### src/rtl/mips_bus_lsu_if.sv
// Avalon-MM master bundle between the LSU and the memory bus.
// The LSU drives the master side; memory or a bus model sits on the slave side.
interface mips_bus_lsu_if;
  logic [31:0] address;
  logic        write;
  logic        read;
  logic        waitrequest;
  logic [31:0] writedata;
  logic [3:0]  byteenable;
  logic [31:0] readdata;

  modport master (
    output address, write, read, writedata, byteenable,
    input  waitrequest, readdata
  );

  modport slave (
    input  address, write, read, writedata, byteenable,
    output waitrequest, readdata
  );
endinterface

### src/rtl/mips_bus_lsu.sv
// MIPS load/store unit: one Avalon transfer per request, lane steering, extension.
// Define MIPS_LSU_UNALIGNED_EN to build the LWL/LWR merge path.
module mips_bus_lsu #(
  parameter int TIMEOUT = 0
) (
  input  logic        clk,
  input  logic        reset,
  input  logic        req,
  input  logic [3:0]  req_op,
  input  logic [31:0] req_addr,
  input  logic [31:0] req_wdata,
  input  logic [31:0] req_rt,
  output logic        ready,
  output logic        done,
  output logic        err,
  output logic [31:0] rdata,
  mips_bus_lsu_if.master bus
);

  typedef enum logic [1:0] {
    IDLE,
    BUS,
    DONE
  } state_t;

  localparam logic [31:0] TMAX = 32'(TIMEOUT) - 32'd1;

  state_t      state, state_n;
  logic [3:0]  op_q;
  logic [1:0]  k_q;
  logic [31:0] cnt;
  logic        legal, store, mis, ok, tmo;
  logic [3:0]  be;
  logic [31:0] wd;
  logic [7:0]  lb;
  logic [15:0] lh;
  logic [31:0] ld_val;

`ifdef MIPS_LSU_UNALIGNED_EN
  logic [31:0] rt_q;
`else
  logic unused_rt;
  assign unused_rt = ^req_rt;
`endif

  assign ready = (state == IDLE);
  assign done  = (state == DONE);
  assign ok    = legal && !mis;
  assign tmo   = (TIMEOUT > 0) && bus.waitrequest && (cnt == TMAX);

  always_comb begin
    legal = 1'b1;
    store = 1'b0;
    mis   = 1'b0;
    be    = 4'hF;
    wd    = req_wdata;
    unique case (req_op)
      4'd0, 4'd1: ;
      4'd2, 4'd3: mis = req_addr[0];
      4'd4:       mis = |req_addr[1:0];
`ifdef MIPS_LSU_UNALIGNED_EN
      4'd5, 4'd6: ;
`endif
      4'd8: begin
        store = 1'b1;
        be    = 4'b0001 << req_addr[1:0];
        wd    = {4{req_wdata[7:0]}};
      end
      4'd9: begin
        store = 1'b1;
        mis   = req_addr[0];
        be    = req_addr[1] ? 4'b1100 : 4'b0011;
        wd    = {2{req_wdata[15:0]}};
      end
      4'd10: begin
        store = 1'b1;
        mis   = |req_addr[1:0];
      end
      default: legal = 1'b0;
    endcase
  end

  always_comb begin
    lb     = bus.readdata[8*k_q +: 8];
    lh     = k_q[1] ? bus.readdata[31:16] : bus.readdata[15:0];
    ld_val = bus.readdata;
    unique case (op_q)
      4'd0: ld_val = {{24{lb[7]}}, lb};
      4'd1: ld_val = {24'd0, lb};
      4'd2: ld_val = {{16{lh[15]}}, lh};
      4'd3: ld_val = {16'd0, lh};
`ifdef MIPS_LSU_UNALIGNED_EN
      // LWL fills from the top, LWR from the bottom; rt keeps the rest
      4'd5: begin
        unique case (k_q)
          2'd0: ld_val = {bus.readdata[7:0], rt_q[23:0]};
          2'd1: ld_val = {bus.readdata[15:0], rt_q[15:0]};
          2'd2: ld_val = {bus.readdata[23:0], rt_q[7:0]};
          default: ld_val = bus.readdata;
        endcase
      end
      4'd6: begin
        unique case (k_q)
          2'd0: ld_val = bus.readdata;
          2'd1: ld_val = {rt_q[31:24], bus.readdata[31:8]};
          2'd2: ld_val = {rt_q[31:16], bus.readdata[31:16]};
          default: ld_val = {rt_q[31:8], bus.readdata[31:24]};
        endcase
      end
`endif
      default: ld_val = bus.readdata;
    endcase
  end

  always_comb begin
    state_n = state;
    unique case (state)
      IDLE: if (req) state_n = ok ? BUS : DONE;
      BUS:  if (!bus.waitrequest || tmo) state_n = DONE;
      DONE: state_n = IDLE;
      default: state_n = IDLE;
    endcase
  end

  always_ff @(posedge clk or negedge reset) begin
    if (!reset) state <= IDLE;
    else        state <= state_n;
  end

  always_ff @(posedge clk or negedge reset) begin
    if (!reset) begin
      op_q           <= 4'd0;
      k_q            <= 2'd0;
      cnt            <= 32'd0;
      err            <= 1'b0;
      rdata          <= 32'd0;
      bus.address    <= 32'd0;
      bus.read       <= 1'b0;
      bus.write      <= 1'b0;
      bus.byteenable <= 4'd0;
      bus.writedata  <= 32'd0;
`ifdef MIPS_LSU_UNALIGNED_EN
      rt_q           <= 32'd0;
`endif
    end else begin
      unique case (state)
        IDLE: if (req) begin
          op_q <= req_op;
          k_q  <= req_addr[1:0];
          cnt  <= 32'd0;
`ifdef MIPS_LSU_UNALIGNED_EN
          rt_q <= req_rt;
`endif
          if (ok) begin
            err            <= 1'b0;
            bus.address    <= {req_addr[31:2], 2'b00};
            bus.read       <= !store;
            bus.write      <= store;
            bus.byteenable <= be;
            bus.writedata  <= wd;
          end else begin
            err <= 1'b1;
            if (!store) rdata <= 32'd0;
          end
        end
        BUS: begin
          if (!bus.waitrequest) begin
            bus.read  <= 1'b0;
            bus.write <= 1'b0;
            if (bus.read) rdata <= ld_val;
          end else if (tmo) begin
            bus.read  <= 1'b0;
            bus.write <= 1'b0;
            err       <= 1'b1;
            if (bus.read) rdata <= 32'd0;
          end else begin
            cnt <= cnt + 32'd1;
          end
        end
        default: ;
      endcase
    end
  end

endmodule

### src/flat_wrapper.sv
// flat-port wrapper written by rule: the top's interface ports become plain ports
module mips_bus_lsu_flat 
#(
  parameter int TIMEOUT = 0
)
  (clk, reset, req, req_op, req_addr, req_wdata, req_rt, ready, done, err, rdata, bus_address, bus_write, bus_read, bus_writedata, bus_byteenable, bus_waitrequest, bus_readdata);
  mips_bus_lsu_if bus_i ();
  input  logic clk;
  input  logic reset;
  input  logic req;
  input  logic [3:0] req_op;
  input  logic [31:0] req_addr;
  input  logic [31:0] req_wdata;
  input  logic [31:0] req_rt;
  output logic ready;
  output logic done;
  output logic err;
  output logic [31:0] rdata;
  output wire logic [$bits(bus_i.address)-1:0] bus_address;
  output wire logic [$bits(bus_i.write)-1:0] bus_write;
  output wire logic [$bits(bus_i.read)-1:0] bus_read;
  output wire logic [$bits(bus_i.writedata)-1:0] bus_writedata;
  output wire logic [$bits(bus_i.byteenable)-1:0] bus_byteenable;
  input wire logic [$bits(bus_i.waitrequest)-1:0] bus_waitrequest;
  input wire logic [$bits(bus_i.readdata)-1:0] bus_readdata;
  assign bus_address = bus_i.address;
  assign bus_write = bus_i.write;
  assign bus_read = bus_i.read;
  assign bus_writedata = bus_i.writedata;
  assign bus_byteenable = bus_i.byteenable;
  assign bus_i.waitrequest = bus_waitrequest;
  assign bus_i.readdata = bus_readdata;
  mips_bus_lsu #(.TIMEOUT(TIMEOUT)) u_core (.clk(clk), .reset(reset), .req(req), .req_op(req_op), .req_addr(req_addr), .req_wdata(req_wdata), .req_rt(req_rt), .ready(ready), .done(done), .err(err), .rdata(rdata), .bus(bus_i));
endmodule
### config.mk
export PLATFORM = sky130hd
export DESIGN_NAME = mips_bus_lsu_flat
export DESIGN_NICKNAME = d
export VERILOG_FILES = /design/src/rtl/mips_bus_lsu_if.sv /design/src/rtl/mips_bus_lsu.sv /design/src/flat_wrapper.sv
export SDC_FILE = /design/constraint.sdc
export NUM_CORES = 1
export LEC_CHECK = 0
export BUFFER_PORTS_ARGS = -buffer_cell sky130_fd_sc_hd__buf_4
export CAP_MARGIN = 20
export CORE_AREA = 2 2 151 153
export DETAILED_ROUTE_END_ITERATION = 12
export DIE_AREA = 0 0 153 155
export SYNTH_ARGS = -nofsm -noshare
export SYNTH_HDL_FRONTEND = slang
export SYNTH_SLANG_ARGS = --single-unit
### constraint.sdc
create_clock -name clk -period 2.4 [get_ports clk]
set_input_delay 0.48 -clock clk [delete_from_list [all_inputs] [get_ports clk]]
set_output_delay 0.48 -clock clk [all_outputs]
set_load 0.02 [all_outputs]
# After elaboration in Yosys (flattened, before gate mapping)
# Index checks and enable logic that the tools add are counted.
dict set report classes {
  n_reduce_logical 17
  n_shift 2
  eq_ne 18
  n_mux 26
}
# op count
set op_table {}
lappend op_table {{32-bit two-way mux} 5}
lappend op_table {{32-bit case mux with 2 select lines} 2}
lappend op_table {{32-bit case mux with 4 select lines} 1}
lappend op_table {{32-bit by 6-bit variable part select with 8-bit output} 1}
lappend op_table {{4-bit by 2-bit equality test with 1-bit output, second input constant} 4}
lappend op_table {{16-bit two-way mux} 1}
lappend op_table {{4-bit equality test, second input constant} 3}
lappend op_table {{4-bit by 1-bit equality test with 1-bit output, second input constant} 2}
lappend op_table {{4-bit logical NOT} 2}
lappend op_table {{1-bit two-way mux} 8}
lappend op_table {{2-bit inequality test, second input constant} 4}
lappend op_table {{4-bit case mux with 2 select lines} 1}
lappend op_table {{8-bit OR reduction} 1}
lappend op_table {{2-bit two-way mux} 3}
lappend op_table {{1-bit case mux with 2 select lines} 3}
lappend op_table {{6-bit AND reduction} 1}
lappend op_table {{3-bit OR reduction} 2}
lappend op_table {{4-bit by 3-bit equality test with 1-bit output, second input constant} 1}
lappend op_table {{4-bit two-way mux} 1}
lappend op_table {{2-bit by 1-bit inequality test with 1-bit output, second input constant} 2}
lappend op_table {{2-bit case mux with 2 select lines} 1}
lappend op_table {{2-bit AND reduction} 2}
lappend op_table {{4-bit AND reduction} 1}
lappend op_table {{2-bit OR reduction} 2}
lappend op_table {{8 further kinds} 9}
dict set report totals {
  in_bits 136
  elab_cells 73
  out_inout_bits 105
  ff_bits 109
}

# Logic depth before layout (Yosys ltp)
dict set report depth {
  word_depth 8
  ltp_mapped 6
  ltp_nobuf 4
}

# Worst setup path after synthesis
# OpenSTA, ideal clock, no wires.
dict set report synth_path {
  kind {input-to-reg}
  start {input req}
  end {register u_core.rdata[10]}
  slack_ps 550
  t_required_ps 2275
  setup_ps 125
  t_arrival_ps 1725
  path_buffers 2
  path_stages 6
  path_cell_list {or3b_1 -> buf_4 -> a21oi_4 -> a32oi_4 -> buf_6 -> mux2_4}
}
dict set report synth_between {
  elab_chain_len 2
}
# element line_no
set synth_lines {}
lappend synth_lines {{from (decl)} flat_wrapper.sv:10} ;# input logic req;
lappend synth_lines {{2-bit inequality test (no source line)} n/a}
lappend synth_lines {{6-bit AND reduction (no source line)} n/a}
lappend synth_lines {{to (signal assigned)} mips_bus_lsu.sv:170} ;# if (bus.read) rdata <= ld_val;
lappend synth_lines {{to (decl)} mips_bus_lsu.sv:16} ;# output logic [31:0] rdata,
# Every way passes these cells.
# A chain may end at the register's enable or synchronous reset.

# Worst setup path after layout
dict set report layout_path {
  start {register u_core.state[1]}
  end {register u_core.bus.read}
}
dict set report layout_between {
  elab_chain_len 3
  elab_cells_between_ends 8
  cone_classes {eq/ne (4); mux (1); reduce/logical (3)}
}
# element line_no
set layout_lines {}
lappend layout_lines {{from (decl)} mips_bus_lsu.sv:28} ;# state_t state, state_n;
lappend layout_lines {{from (signal assigned)} mips_bus_lsu.sv:127} ;# else state <= state_n;
lappend layout_lines {{2-bit by 1-bit equality test with 1-bit output / 2-bit logical NOT (equally long branches)} n/a}
lappend layout_lines {{2-bit inequality test (no source line) (tied with other cells)} n/a}
lappend layout_lines {{4-bit AND reduction (no source line)} n/a}
lappend layout_lines {{to (signal assigned)} mips_bus_lsu.sv:157} ;# bus.read <= !store;
lappend layout_lines {{to (decl)} mips_bus_lsu_if.sv:13} ;# output address, write, read, writedata, byteenable,
# Parallel ways exist; a longest one is shown, timed or not.

==> flow_metrics.tcl <==
set metrics [dict create \
    status "finished clean" \
    crit_buf_inv 1 \
    portBuffers 206 \
    yosysWarnings 0 \
    cts_max_path_buffers 2 \
    synth.most_common_cell "dfrtp_1" \
    peakVddDrop_uv 501 \
    pin_count 241 \
    power.leakage_nw 3.61 \
    cts_resized 0 \
    max_freq_mhz 512 \
    synth_top_area_share_pct 49.9 \
    n_fill_cell 2257 \
    hp-class "input pin to async pin" \
    max_stage_delay_ps 500 \
    worstPathArrival_ps 2200 \
    initial_core_util_pct 24.6 \
    start_kind "flip-flop" \
    post-cts-setup-buffer-count 0 \
    post-route-period-util_pct 81.4 \
    ff2ff_path_depth 4 \
    slowest_stage "or3b_1" \
    critPathTopFamily "simple AND/OR/NAND/NOR gates" \
    utilization_pct 34.7 \
    slew_violations 0 \
    cp_num_cells 4 \
    synthesis.area_um2 5460 \
    synth-seq-cells 109 \
    ant_nets 0 \
    drt-vias-per-instance 4.44 \
    grt_pass1_wl_um 24500 \
    finalSetupViolCount 0 \
    cts-root-buf "clkbuf_16" \
    ys.flop_type "dfrtp_1" \
    antenna_found_initial 1 \
    fin_ws_ps 447 \
    hpwl_um 11800 \
    holdBufCountCts 0 \
    synth-async-reset-ratio_pct 100 \
    hold_viol_final 0 \
    worst-setup-path-type "flip-flop to flip-flop" \
    route.detailed.drc 0 \
    nets 792 \
    yosysUniqueCellTypes 37 \
    wire_per_inst_um 16.6 \
    avgSynthCellArea_um2 12.1 \
    clk_pin_slew_ps 80 \
    synth_edf_count 0 \
    grt_usage_pct 13.1 \
    gp_congestion 0.756 \
    wirelength_um 15700 \
    power.density_nw_per_um2 1040 \
    yosys-top-cells-area "dfrtp_1, mux2_2, mux2_4, mux2i_1, o21ai_0" \
    skew_ps 10.5 \
    synth_top_cell_by_area "dfrtp_1" \
    ys_top_cells_by_count "dfrtp_1, mux2_2, nand2_1, o21ai_0, mux2i_1" \
    final_layout_size_suffix_gt1_share_pct 54.0 \
    die_y_um 155 \
    cts-htree-levels 3 \
    worstPathCellList "or3b_1 -> a21oi_4 -> buf_4 -> mux2_2" \
    synth-seq-area-share_pct 49.9 \
    drv_cap 0 \
    clock-sinks 109 \
    rsz0062_at_grt "no" \
    period_needed_ps 1950 \
    cp-end-kind "flip-flop" \
    numCtsBuffers 9 \
    grt-ovfl-total 0 \
    area_growth_pct 41.1 \
    relSlewSlack_pct 58.8 \
    grt_max_degree 43 \
    dieArea_um2 23700 \
    drt_first_pass_iters 4 \
    tightest_slew_ps 616 \
    core-area_um2 22200 \
    timing.setup.tns_ps 0 \
    path_max_fanout 15 \
    clk_latency_ps 360 \
    die_w_um 153 \
    tritoncts "done" \
    dr_total_vias 4203 \
    synth_cells 451 \
    cp.required_ps 2640 \
    dp_slack_ps 308 \
    first_iter_violations 168 \
    grt_pass1_vias 4227 \
    std_cell_rows 55 \
]
[per-layer routing]
layer | vias up | part of all wire [%] | global-route usage (%)
met3 | 13 | 8.3 | 4.37
met5 | - | 0 | 0
li1 | 1995 | - | -
met2 | 164 | 46 | 19.8
met1 | 2031 | 44 | 17.7
met4 | 0 | 1.5 | 4.23
[where the power goes]
group          switching (mW)  total (mW)  internal, mW
clock network           0.784        1.61         0.829
logic                    1.84        3.52          1.68
registers               0.379        2.86          2.48
[worst paths after layout]
path	start	end	slack (ps)
max reg2reg	u_core.state[1]	u_core.bus.read	450
min	reset	u_core.rdata[28]	100
min reg2reg	u_core.bus.address[12]	u_core.bus.address[12]	490
max in group asynchronous	reset	u_core.bus.address[16]	1670
max	u_core.state[1]	u_core.bus.read	450
min in group clk	req_addr[12]	u_core.bus.address[12]	340
[worst register-to-register path, delay by kind of cell, from the launching register on]
kind                   cells  cell delay [ps]
flip-flops                 1              440
buffers and inverters      1              300
AND/OR/NAND/NOR            1              500
multiplexers               1              360
AO/OA/AOI/OAI              1              240
[area by class of cell]
type / instances / area, um2 / area share [%]
flip-flops and latches: 109 / 2730 / 35.4
multi-input cells: 295 / 2500 / 32.5
repair buffers: 224 / 1740 / 22.6
well taps: 285 / 357 / 4.63
clock buffers: 9 / 225 / 2.92
clock inverters: 7 / 81.3 / 1.06
inverters: 17 / 63.8 / 0.828
diodes: 1 / 2.50 / 0.0325
[flip-flops by register name (all words and copies together), names as in the netlist]
name	cells
u_core.bus.address	30
u_core.bus.byteenable	4
u_core.bus.read	1
u_core.bus.write	1
u_core.bus.writedata	32
u_core.err	1
u_core.k_q	2
u_core.op_q	4
u_core.rdata	32
u_core.state	2
[cells in the final DEF (no fill, tap or decap), types with 5 or more instances in the layout]
| master | count |
|---|---|
| buf_4 | 219 |
| dfrtp_1 | 109 |
| mux2_2 | 85 |
| o21ai_0 | 38 |
| nand2_1 | 38 |
| mux2i_1 | 24 |
| mux2_4 | 23 |
| nand3_1 | 18 |
| inv_1 | 17 |
| nand2b_1 | 10 |
| a21oi_1 | 10 |
| clkbuf_16 | 9 |
| mux2_1 | 8 |
| nor2_1 | 7 |
| o221ai_1 | 7 |
| nor2b_1 | 5 |
| buf_12 | 5 |
[logic make-up after synthesis]
logic type | after synthesis | share of synthesized area [%]
muxes | 142 | 30.6
buffers and inverters | 48 | 4.56
DFF | 109 | 49.9
other | 1 | 0.0687
and+or+nand+nor | 87 | 7.61
AOI/OAI and AO/OA | 64 | 7.26
[per-stage QoR]
step                hold slack (ps)  total power [mW]  cells  cell area [um2]
global placement                469              6.41    930             7400
CTS                             110              8.12    946             7700
global route                    132              8.46    946             7700
detailed placement              469              6.47    930             7400
floorplan                       184              4.87    452             5470
finish                         95.2              7.99    947             7700
(Power assumes the default switching activity.)
